--- src/rtl/riscv_pkg.sv ---
// Shared RISC-V definitions for the fetch path: widths, the canonical NOP,
// and the instruction-buffer entry layout.
package riscv_pkg;

    localparam int XLEN = 32;

    localparam logic [31:0] NOP_INSTR = 32'h0000_0013;

    typedef struct packed {
        logic [31:0]     instr;
        logic [XLEN-1:0] pc;
    } fetch_entry_t;

    // Instructions are word aligned; low two bits of a target are ignored.
    function automatic logic [XLEN-1:0] align_pc(input logic [XLEN-1:0] pc);
        return {pc[XLEN-1:2], 2'b00};
    endfunction

endpackage

--- src/rtl/fetch_buffer.sv ---
// Small circular FIFO of fetch entries with a synchronous flush.
// Storage is left unreset; only the pointers and the occupancy count are reset.
module fetch_buffer
    import riscv_pkg::*;
#(
    parameter int DEPTH = 2,
    localparam int CW = $clog2(DEPTH + 1),
    localparam int PW = (DEPTH > 1) ? $clog2(DEPTH) : 1
) (
    input  logic         clk,
    input  logic         rst,
    input  logic         push,
    input  fetch_entry_t push_data,
    input  logic         pop,
    input  logic         clear,
    output fetch_entry_t head,
    output logic [CW-1:0] count,
    output logic         empty
);

    localparam logic [PW-1:0] LAST = PW'(DEPTH - 1);
    localparam logic [CW-1:0] FULL_COUNT = CW'(DEPTH);

    fetch_entry_t  mem [DEPTH];
    logic [PW-1:0] rd_ptr;
    logic [PW-1:0] wr_ptr;
    logic          full;
    logic          do_push;
    logic          do_pop;

    function automatic logic [PW-1:0] next_ptr(input logic [PW-1:0] p);
        return (p == LAST) ? '0 : p + PW'(1);
    endfunction

    assign empty   = (count == '0);
    assign full    = (count == FULL_COUNT);
    assign do_pop  = pop && !empty;
    assign do_push = push && !full;
    assign head    = mem[rd_ptr];

    always_ff @(posedge clk or posedge rst) begin
        if (rst) begin
            rd_ptr <= '0;
            wr_ptr <= '0;
            count  <= '0;
        end else if (clear) begin
            rd_ptr <= '0;
            wr_ptr <= '0;
            count  <= '0;
        end else begin
            if (do_push) wr_ptr <= next_ptr(wr_ptr);
            if (do_pop)  rd_ptr <= next_ptr(rd_ptr);
            count <= count + CW'(do_push) - CW'(do_pop);
        end
    end

    always_ff @(posedge clk) begin
        if (do_push && !clear) mem[wr_ptr] <= push_data;
    end

    // Upstream credit accounting must make this impossible.
    overflow_check: assert property (
        @(posedge clk) disable iff (rst) !(push && full)
    );

endmodule

--- src/rtl/fetch_stage.sv ---
// Instruction fetch stage: credit-limited request issue, in-order response
// tracking, redirect flush with stale-response dropping, and a decode buffer.
module fetch_stage
    import riscv_pkg::*;
#(
    parameter logic [XLEN-1:0] RESET_PC = 32'h0000_0000,
    parameter int              DEPTH    = 2
) (
    input  logic            clk,
    input  logic            rst,
    output logic            imem_req,
    output logic [XLEN-1:0] imem_addr,
    input  logic            imem_ready,
    input  logic            imem_rsp_valid,
    input  logic [31:0]     imem_rsp_data,
    input  logic            redirect,
    input  logic [XLEN-1:0] redirect_pc,
    input  logic            stall,
    output logic            if_valid,
    output logic [31:0]     if_instr,
    output logic [XLEN-1:0] if_pc
);

    localparam int CW = $clog2(DEPTH + 1);
    localparam int PW = (DEPTH > 1) ? $clog2(DEPTH) : 1;
    localparam logic [PW-1:0] LAST = PW'(DEPTH - 1);
    localparam logic [CW:0]   CREDITS = (CW + 1)'(DEPTH);

    logic [XLEN-1:0] pc_q;
    logic [CW-1:0]   outstanding;
    logic [CW-1:0]   drop_cnt;
    logic [CW:0]     credit_used;

    logic [XLEN-1:0] inflight [DEPTH];
    logic [PW-1:0]   ifl_rd;
    logic [PW-1:0]   ifl_wr;

    logic            accept;
    logic            buf_push;
    logic            buf_pop;
    logic            buf_empty;
    logic [CW-1:0]   buf_count;
    fetch_entry_t    buf_head;
    fetch_entry_t    rsp_entry;

    function automatic logic [PW-1:0] next_ptr(input logic [PW-1:0] p);
        return (p == LAST) ? '0 : p + PW'(1);
    endfunction

    // Buffered words count against credit so the buffer can never overflow.
    assign credit_used = {1'b0, outstanding} + {1'b0, buf_count};
    assign imem_req    = !rst && !redirect && (credit_used < CREDITS);
    assign imem_addr   = pc_q;
    assign accept      = imem_req && imem_ready;

    assign rsp_entry.instr = imem_rsp_data;
    assign rsp_entry.pc    = inflight[ifl_rd];

    assign buf_push = imem_rsp_valid && !redirect && (drop_cnt == '0);
    assign if_valid = !rst && !buf_empty && !redirect;
    assign buf_pop  = if_valid && !stall;
    assign if_instr = if_valid ? buf_head.instr : NOP_INSTR;
    assign if_pc    = if_valid ? buf_head.pc : pc_q;

    fetch_buffer #(
        .DEPTH(DEPTH)
    ) u_buf (
        .clk      (clk),
        .rst      (rst),
        .push     (buf_push),
        .push_data(rsp_entry),
        .pop      (buf_pop),
        .clear    (redirect),
        .head     (buf_head),
        .count    (buf_count),
        .empty    (buf_empty)
    );

    always_ff @(posedge clk or posedge rst) begin
        if (rst) begin
            pc_q        <= RESET_PC;
            outstanding <= '0;
            drop_cnt    <= '0;
            ifl_rd      <= '0;
            ifl_wr      <= '0;
        end else begin
            if (redirect)
                pc_q <= align_pc(redirect_pc);
            else if (accept)
                pc_q <= pc_q + XLEN'(4);

            outstanding <= outstanding + CW'(accept) - CW'(imem_rsp_valid);

            // A response landing in the redirect cycle is already discarded,
            // so only the requests still pending afterwards need dropping.
            if (redirect)
                drop_cnt <= outstanding - CW'(imem_rsp_valid);
            else if (imem_rsp_valid && (drop_cnt != '0))
                drop_cnt <= drop_cnt - CW'(1);

            if (accept)         ifl_wr <= next_ptr(ifl_wr);
            if (imem_rsp_valid) ifl_rd <= next_ptr(ifl_rd);
        end
    end

    always_ff @(posedge clk) begin
        if (accept) inflight[ifl_wr] <= pc_q;
    end

    rsp_without_request: assert property (
        @(posedge clk) disable iff (rst)
        !(imem_rsp_valid && (outstanding == '0))
    );

    outstanding_bound: assert property (
        @(posedge clk) disable iff (rst)
        credit_used <= CREDITS
    );

endmodule
--- config.mk ---
export PLATFORM = sky130hd
export DESIGN_NAME = fetch_stage
export DESIGN_NICKNAME = d
export VERILOG_FILES = /design/src/rtl/riscv_pkg.sv /design/src/rtl/fetch_buffer.sv /design/src/rtl/fetch_stage.sv
export SDC_FILE = /design/constraint.sdc
export NUM_CORES = 1
export LEC_CHECK = 0
export CORE_MARGIN = 4
export CORE_UTILIZATION = 53
export DETAILED_ROUTE_END_ITERATION = 8
export GPL_ROUTABILITY_DRIVEN = 0
export PLACE_DENSITY = 0.88
export SLEW_MARGIN = 20
export SYNTH_ARGS = -nofsm -noshare
export SYNTH_HDL_FRONTEND = slang
export SYNTH_SLANG_ARGS = --single-unit
export TNS_END_PERCENT = 100
--- constraint.sdc ---
create_clock -name clk -period 6.8 [get_ports clk]
set_input_delay 1.36 -clock clk [delete_from_list [all_inputs] [get_ports clk]]
set_output_delay 1.36 -clock clk [all_outputs]
set_load 0.05 [all_outputs]
==> results of run 1 <==
==> critical path, delay by kind of cell <==
kind / cells / cell delay [ps]
buffers and inverters: 5 / 2020
and+or+nand+nor: 2 / 190
AOI/OAI and AO/OA: 1 / 300
==> stage by stage <==
step	instances	hold WS [ps]	setup slack, ps	instance area, µm²
floorplan	677	460	219	9460
global placement	1037	491	1500	11300
detailed placement	1038	504	1530	11300
CTS	1078	518	1530	12100
global route	1078	529	1390	12100
finish	1078	519	1550	12100
==> kinds of logic (layout without fill, tap and decap cells) <==
kind of cell | count (synthesis) | after routing | share of synthesized area
buffers and inverters | 49 | 225 | 0.0220
adder cells (fa/ha/maj) | 8 | 8 | 0.0114
flip-flops | 224 | 224 | 0.691
AND/OR/NAND/NOR | 194 | 194 | 0.101
other | 1 | 4 | 0.000397
XOR/XNOR | 16 | 16 | 0.0148
AO/OA/AOI/OAI | 84 | 84 | 0.0514
multiplexers | 98 | 98 | 0.108
==> worst max path at each step <==
stage,from,to,slack (ps),cells past startpoint
after global routing,rst,if_instr[1],1390,8
after global placement,rst,if_instr[1],1500,7
after CTS,rst,if_instr[1],1530,8
after detailed placement,rst,if_instr[1],1530,8
after floorplan,redirect,u_buf.mem[0][10],220,3
final,rst,if_instr[1],1550,8
==> synth_stat cells, drive strengths merged <==
| cell type | instances | area share |
|---|---|---|
| a21o | 1 | 0.00079 |
| a21oi | 10 | 0.0053 |
| a221o | 4 | 0.0042 |
| a22oi | 1 | 0.00079 |
| a31oi | 4 | 0.0026 |
| a32oi | 2 | 0.0019 |
| and2 | 6 | 0.0040 |
| and3 | 7 | 0.0048 |
| and4 | 1 | 0.00093 |
| buf | 22 | 0.011 |
| clkbuf | 15 | 0.0060 |
| conb | 1 | 0.00040 |
| dfrtp | 40 | 0.11 |
| edfxtp | 184 | 0.58 |
| fa | 1 | 0.0021 |
| ha | 7 | 0.0093 |
| inv | 12 | 0.0048 |
| mux2 | 31 | 0.037 |
| mux2i | 67 | 0.071 |
| nand2 | 70 | 0.028 |
| nand2b | 3 | 0.0020 |
| nand3 | 17 | 0.010 |
| nand3b | 6 | 0.0048 |
| nand4 | 13 | 0.0086 |
| nand4b | 1 | 0.00093 |
| nor2 | 49 | 0.019 |
| nor2b | 4 | 0.0026 |
| nor3 | 5 | 0.0026 |
| nor3b | 2 | 0.0016 |
| nor4 | 5 | 0.0065 |
| o211ai | 5 | 0.0040 |
| o21ai | 53 | 0.028 |
| o311ai | 4 | 0.0037 |
| or3 | 3 | 0.0020 |
| or4b | 2 | 0.0021 |
| xnor2 | 9 | 0.0083 |
| xor2 | 7 | 0.0065 |
==> cell type report <==
cell class                      count  share of cell area
Clock buffer                       30              0.0539
Clock inverter                     10              0.0101
Multi-Input combinational cell    404               0.227
Tap cell                          225              0.0233
Sequential cell                   224               0.540
Timing Repair Buffer              173               0.142
Inverter                           12             0.00372
==> state kept, by name, summed over array words and instances, names as in the netlist <==
register and count:
drop_cnt 2, ifl_rd 1, ifl_wr 1, imem_addr 30, inflight 60, outstanding 2
u_buf.count 2, u_buf.mem 124, u_buf.rd_ptr 1, u_buf.wr_ptr 1
==> layer usage <==
metal  part of all wire  track usage  up-vias
li1                   -            -     2822
met1               0.40        0.284     2960
met2               0.49        0.353      306
met3              0.089       0.0404       34
met4              0.013       0.0414        0
met5                  0            0        -
==> power groups by stage <==
stage / combinational, W / clock (W) / sequential (W)
2_1_floorplan: 0.000469 / 0 / 0.00182
3_3_place_gp: 0.000768 / 0 / 0.00177
3_5_place_dp: 0.000791 / 0 / 0.00178
4_1_cts: 0.000797 / 0.00129 / 0.00175
5_1_grt: 0.000844 / 0.00135 / 0.00177
6_report: 0.000792 / 0.00127 / 0.00175
==> results.txt, run 1 <==
The startpoint kind of the worst setup timing path is a primary input. For this run, design rule violations remaining after detail routing come to 0. After clock tree synthesis, the repair step resized 0 gates. The highest fanout seen on the critical path came out at 29. The global-route wire length before repair is 32.9 mm.

The share of total power in sequential cells came out at 0.460. The total power came out at 0.00381 W. The count of input and output buffers is 161. The die outline width came out at 142 µm. The number of global-route vias before repair is 6063.

The setup-violating endpoint count in the final report is 0. The die area is 20000 µm². The count of different cell masters after synthesis is 46.

Dividing the detail-routed via count by the number of cells gives 5.68. The depth of the most critical reg-to-reg path came out at 9. After the first detailed-routing iteration, the DRC count stood at 541. IR analysis of the VDD net gives a maximum drop of 165 µV.

The hold path startpoint is outstanding[0]. Dividing the detail-routed wire length by the instance count gives 19.7 µm. The ratio of total power to cell area is 315 nW/µm². Across the routed clock network, the largest skew measured is 16.4 ps. In this run the cell area of the synthesized design comes to 9450 µm². The number of antenna repair diodes came out at 0. Counting every sink on the clock net gives 224. The leakage power total came out at 4.20 nW. Across all register-to-register paths, the minimum setup slack is 3930 ps. The worst setup path is captured at a primary output. The number of nets in the layout is 915. The critical path is of the primary input to primary output type. The clock period could shrink to 5250 ps. The run finished with clean final reports.

The detailed router placed 6122 vias in this run. In the layout the commonest cells are sky130_fd_sc_hd__edfxtp_1, sky130_fd_sc_hd__clkdlybuf4s50_1, sky130_fd_sc_hd__nand2_1, sky130_fd_sc_hd__mux2i_1, sky130_fd_sc_hd__o21ai_0. The TritonCTS buffer count is 22. The number of failing hold endpoints at the final stage came out at 0. The share of power burned in combinational logic is 0.208. The die height came out at 142 µm. The cell depth of the worst hold path came out at 1.

The wire-length estimate of the detail-placed layout is 13.6 mm. After floorplanning, the core was divided into 48 placement rows. The switching part of the total power is 0.284. The path class of the tightest hold or removal check is register to register. The cell at the root of the clock tree is sky130_fd_sc_hd__clkbuf_16. At the worst endpoint, the arrival time is 3890 ps. The combined flip-flop and latch cell area came out at 6530 µm². Clock-pin slew was measured on the worst setup and hold paths at 60 ps.

After filler insertion, the fill cell instance count of the layout stands at 1196. The aggregate routed wire length is 21.2 mm. The depth of the CTS H-tree is 1. The warning count from the yosys run came out at 0. The path with the worst hold slack has its endpoint at outstanding[0]. Entering global routing, the biggest net connects 60 pins. Internal power comes to 0.00273 W. The layout cell share with drive strength beyond 1 came out at 0.107. The layout overhead on the synthesized area came out at 28.0%. Measured against its own limit, the worst slew margin works out to 0.351. The floorplan core area is 17400 µm².

The cell with the largest stage delay on the worst path is sky130_fd_sc_hd__clkdlybuf4s50_1. Setup total negative slack on the finished layout was measured at 0 ps. TritonCTS built the clock tree.

The net switching power is 0.00108 W. The most common library cell in the layout ignoring fill and taps is sky130_fd_sc_hd__edfxtp_1. The final global-route overflow total is 0. The launch point of the worst reg-to-reg path is u_buf.count[0]. For this run, the slowest stage of the critical path takes 810 ps.

The count of pins over their slew limit came out at 0. The initial antenna violation count came to 0. After clock tree synthesis, the flow added hold-fix buffers numbering 0. The endpoint of the lowest-slack register-to-register path is imem_addr[17]. The number of instances in the synthesized netlist is 674. After synthesis the netlist holds a flip-flop and latch count of 224. Setup repair after global routing left no endpoint under its margin. The mean instance size in the synthesized netlist came out at 14.0 µm². The portion of the post-synthesis area used by sequential elements came out at 0.691. The maximum count of clock buffers along a single path is 3. The clock reaches the later pin of the worst-skew pair after 500 ps.

The residual antenna-violating net count after detailed routing came out at 0. The all-layer global routing usage is 0.208. Traced cell by cell, the critical path runs through clkdlybuf4s50_1, nor2_1, o21ai_4, buf_16, buf_4, inv_1, nand2_1, clkdlybuf4s50_1. The actual transition at the worst max-transition pin is 969 ps.

The fraction of the core area covered by cells at the end of the flow is 0.697. The initial utilization of the core area, before any placement, comes to 0.544. The max-cap violation count came out at 0.

The first-pass detailed-route iteration total is 6. The buffer count from post-CTS setup fixing is 0. Of the available clock period, the critical path in the final layout requires 0.771. The clock group share of total power is 0.332. The data required time of the worst path came out at 5440 ps. Among the stages of the critical path, the cell type that occurs most often is sky130_fd_sc_hd__clkdlybuf4s50_1. Derived from the worst setup path, the maximum achievable clock frequency is 191 MHz. The total I/O pin count is 168. The area occupied by multi-input gates came out at 2750 µm².
No activity file was read; power rests on OpenSTA's default activity.
==> run 2: changes to the inputs <==
==> constraint.sdc (replaced) <==
create_clock -name clk -period 5.4 [get_ports clk]
set_input_delay 1.08 -clock clk [delete_from_list [all_inputs] [get_ports clk]]
set_output_delay 1.08 -clock clk [all_outputs]
set_load 0.05 [all_outputs]
==> run 2 against run 1 <==
Sequential share of layout area is 0.20 points higher. Total power up 22%. Clock-buffer cell count rose by 8. Die area unchanged. Wire length fell by 1.8%. Critical path depth shrank 2. Clock power grew 13%. Register-to-register slack got worse by 1400 ps. Cell count is essentially flat. Critical path type unchanged.
==> results.txt, run 2 (synthesized netlist as in run 1, its figures left out) <==
The max-cap violation count came out at 0. The cell depth of the worst hold path came out at 1. The leakage power total is 4.16 nW. The depth of the most critical reg-to-reg path is 9.

The post-placement worst setup slack came out at 807 ps. Once detailed placement completed, the half-perimeter wirelength came to 13.6 mm. The TritonCTS buffer count is 22.

The die height is 142 µm. The floorplan core area is 17400 µm². The most common library cell in the layout ignoring fill and taps is sky130_fd_sc_hd__edfxtp_1.

The slack of the worst reg-to-reg path is 2520 ps. Of the cells placed in the final design, the portion with a size suffix greater than 1 is 0.0995. The part of the cycle the worst path needs came out at 0.850. The buffer count from post-CTS setup fixing is 0. The data required time of the worst path came out at 4320 ps.

The aggregate routed wire length is 20.8 mm. The initial core utilization came out at 0.544. TritonCTS built the clock tree.

In the layout the commonest cells are sky130_fd_sc_hd__edfxtp_1, sky130_fd_sc_hd__clkdlybuf4s50_1, sky130_fd_sc_hd__nand2_1, sky130_fd_sc_hd__mux2i_1, sky130_fd_sc_hd__o21ai_0. The all-layer global routing usage came out at 0.208. The worst-case IR drop observed on VDD is 211 µV. The die outline width came out at 142 µm. The total I/O pin count is 168. The worst hold path begins at outstanding[0].

The worst hold path belongs to the class register to register. The tightest slew margin relative to the limit came out at 0.368. The register with the most flip-flops in the layout has 124 of them.

The actual transition at the worst max-transition pin is 944 ps. The hold-fix buffer count after cts came out at 0. The cell at the root of the clock tree is sky130_fd_sc_hd__clkbuf_16.

The ratio of routed vias to standard cells is 5.65. The highest fanout seen on the critical path came out at 44. The die area is 20000 µm². In this run the critical register-to-register path is launched from u_buf.count[0]. Setup repair after global routing left no endpoint under its margin. The total number of vias is 6091. The number of antenna repair diodes came out at 0. The fmax is 218 MHz.

The final global-route overflow total is 0. CTS built an H-tree with a depth of 1. u_buf.mem holds more flip-flops than any other register. The instance area after placement came out at 11300 µm². In this run the critical register-to-register path is captured at imem_addr[12]. The detail route stage leaves a number of antenna-violating nets equal to 0. The setup-violating endpoint count in the final report is 0.

The startpoint kind of the worst setup timing path is a primary input. The number of nets in the layout came out at 916. The run finished with clean final reports.

The tightest hold path in the finished design has a slack of 533 ps. The time the worst path needs with I/O delays and setup came out at 4590 ps. The pre-antenna-repair detailed-routing pass consisted of 5 iterations. Data arrives at the worst endpoint at 3510 ps.

The endpoint class of the critical path is a primary output. The total power came out at 0.00465 W. Entering global routing, the biggest net connects 58 pins. The critical path is of the primary input to primary output type. The layout overhead on the synthesized area came out at 27.5%. In the final routed layout, each cell accounts on average for 19.3 µm. The first global-routing pass estimated 32.9 mm of wire. The clock skew after layout came out at 15.6 ps. The detailed router finished its first iteration with 450 violations. The number of remaining DRC errors came out at 0. The final sum of negative setup slack came out at 0 ps. The number of global-route vias before repair is 6225.

The ratio of total power to cell area is 386 nW/µm². Post-CTS repair changed the size of 0 cells. The maximum count of clock buffers along a single path came out at 3. The clock transition time at the flip-flop clock pins of the worst setup and hold paths is 60 ps. The number of failing hold endpoints at the final stage came out at 0. The initial antenna violation count is 0. The smallest setup slack after layout is 811 ps. The count of input and output buffers came out at 161. The total number of placement rows came out at 48. For the worst-skew pair, the clock arrives at the later sink with an insertion delay of 500 ps. The count of pins over their slew limit is 0. The worst hold path terminates at outstanding[0]. The clock sink total came out at 224. The design area is 12000 µm².
## run 2: cell types whose count changed in the layout (fill, tap and decap cells not counted)
cell,before,now
sky130_fd_sc_hd__buf_4,11,9
sky130_fd_sc_hd__buf_8,0,1
sky130_fd_sc_hd__nor3_2,1,0
sky130_fd_sc_hd__bufinv_16,3,0
sky130_fd_sc_hd__buf_12,0,3
sky130_fd_sc_hd__buf_16,1,0
sky130_fd_sc_hd__clkbuf_1,2,10
sky130_fd_sc_hd__nor3_4,0,1
sky130_fd_sc_hd__clkinv_1,2,1
sky130_fd_sc_hd__clkinv_2,5,1
## run 2: layer usage
metal | part of all wire | vias up | GRT usage
met5 | 0 | - | 0
li1 | - | 2831 | -
met4 | 0.023 | 0 | 0.0606
met1 | 0.41 | 2951 | 0.285
met3 | 0.081 | 37 | 0.0357
met2 | 0.49 | 272 | 0.346
## run 2: worst max-delay path: stages
cell	delay [ps]
sky130_fd_sc_hd__clkdlybuf4s50_1	500
sky130_fd_sc_hd__nor2_1	250
sky130_fd_sc_hd__o21ai_4	270
sky130_fd_sc_hd__buf_12	260
sky130_fd_sc_hd__o21ai_0	280
sky130_fd_sc_hd__clkdlybuf4s50_1	860
## run 2: worst max path at each step
| stage | startpoint | endpoint | slack, ps | cells past startpoint |
|---|---|---|---|---|
| 3_3_place_gp | rst | if_pc[31] | 820 | 6 |
| 6_report | rst | if_pc[31] | 810 | 6 |
| 4_1_cts | rst | if_pc[31] | 790 | 6 |
| 3_5_place_dp | rst | if_pc[31] | 810 | 6 |
| 2_1_floorplan | redirect | u_buf.mem[0][10] | 990 | 3 |
| 5_1_grt | rst | if_pc[7] | 730 | 7 |
## run 2: per-stage QoR
step                      cells   util
after floorplan             677      -
after global placement     1038  0.653
after detailed placement   1038  0.653
after CTS                  1078  0.693
after global routing       1079  0.694
final                      1079  0.694
## run 2: layout make-up
cell class	instances	area (µm²)
multi-input cells	404	2750
well taps	225	282
fillers	1180	5310
clock buffers	38	682
inverters	12	45.0
repair buffers	174	1750
clock inverters	2	8.76
flip-flops and latches	224	6530
## run 2: report_power, final
group | internal, W | total (W) | switching, W
registers | 0.00207 | 0.00221 | 0.000146
logic | 0.000390 | 0.000998 | 0.000608
clock network | 0.000853 | 0.00144 | 0.000588
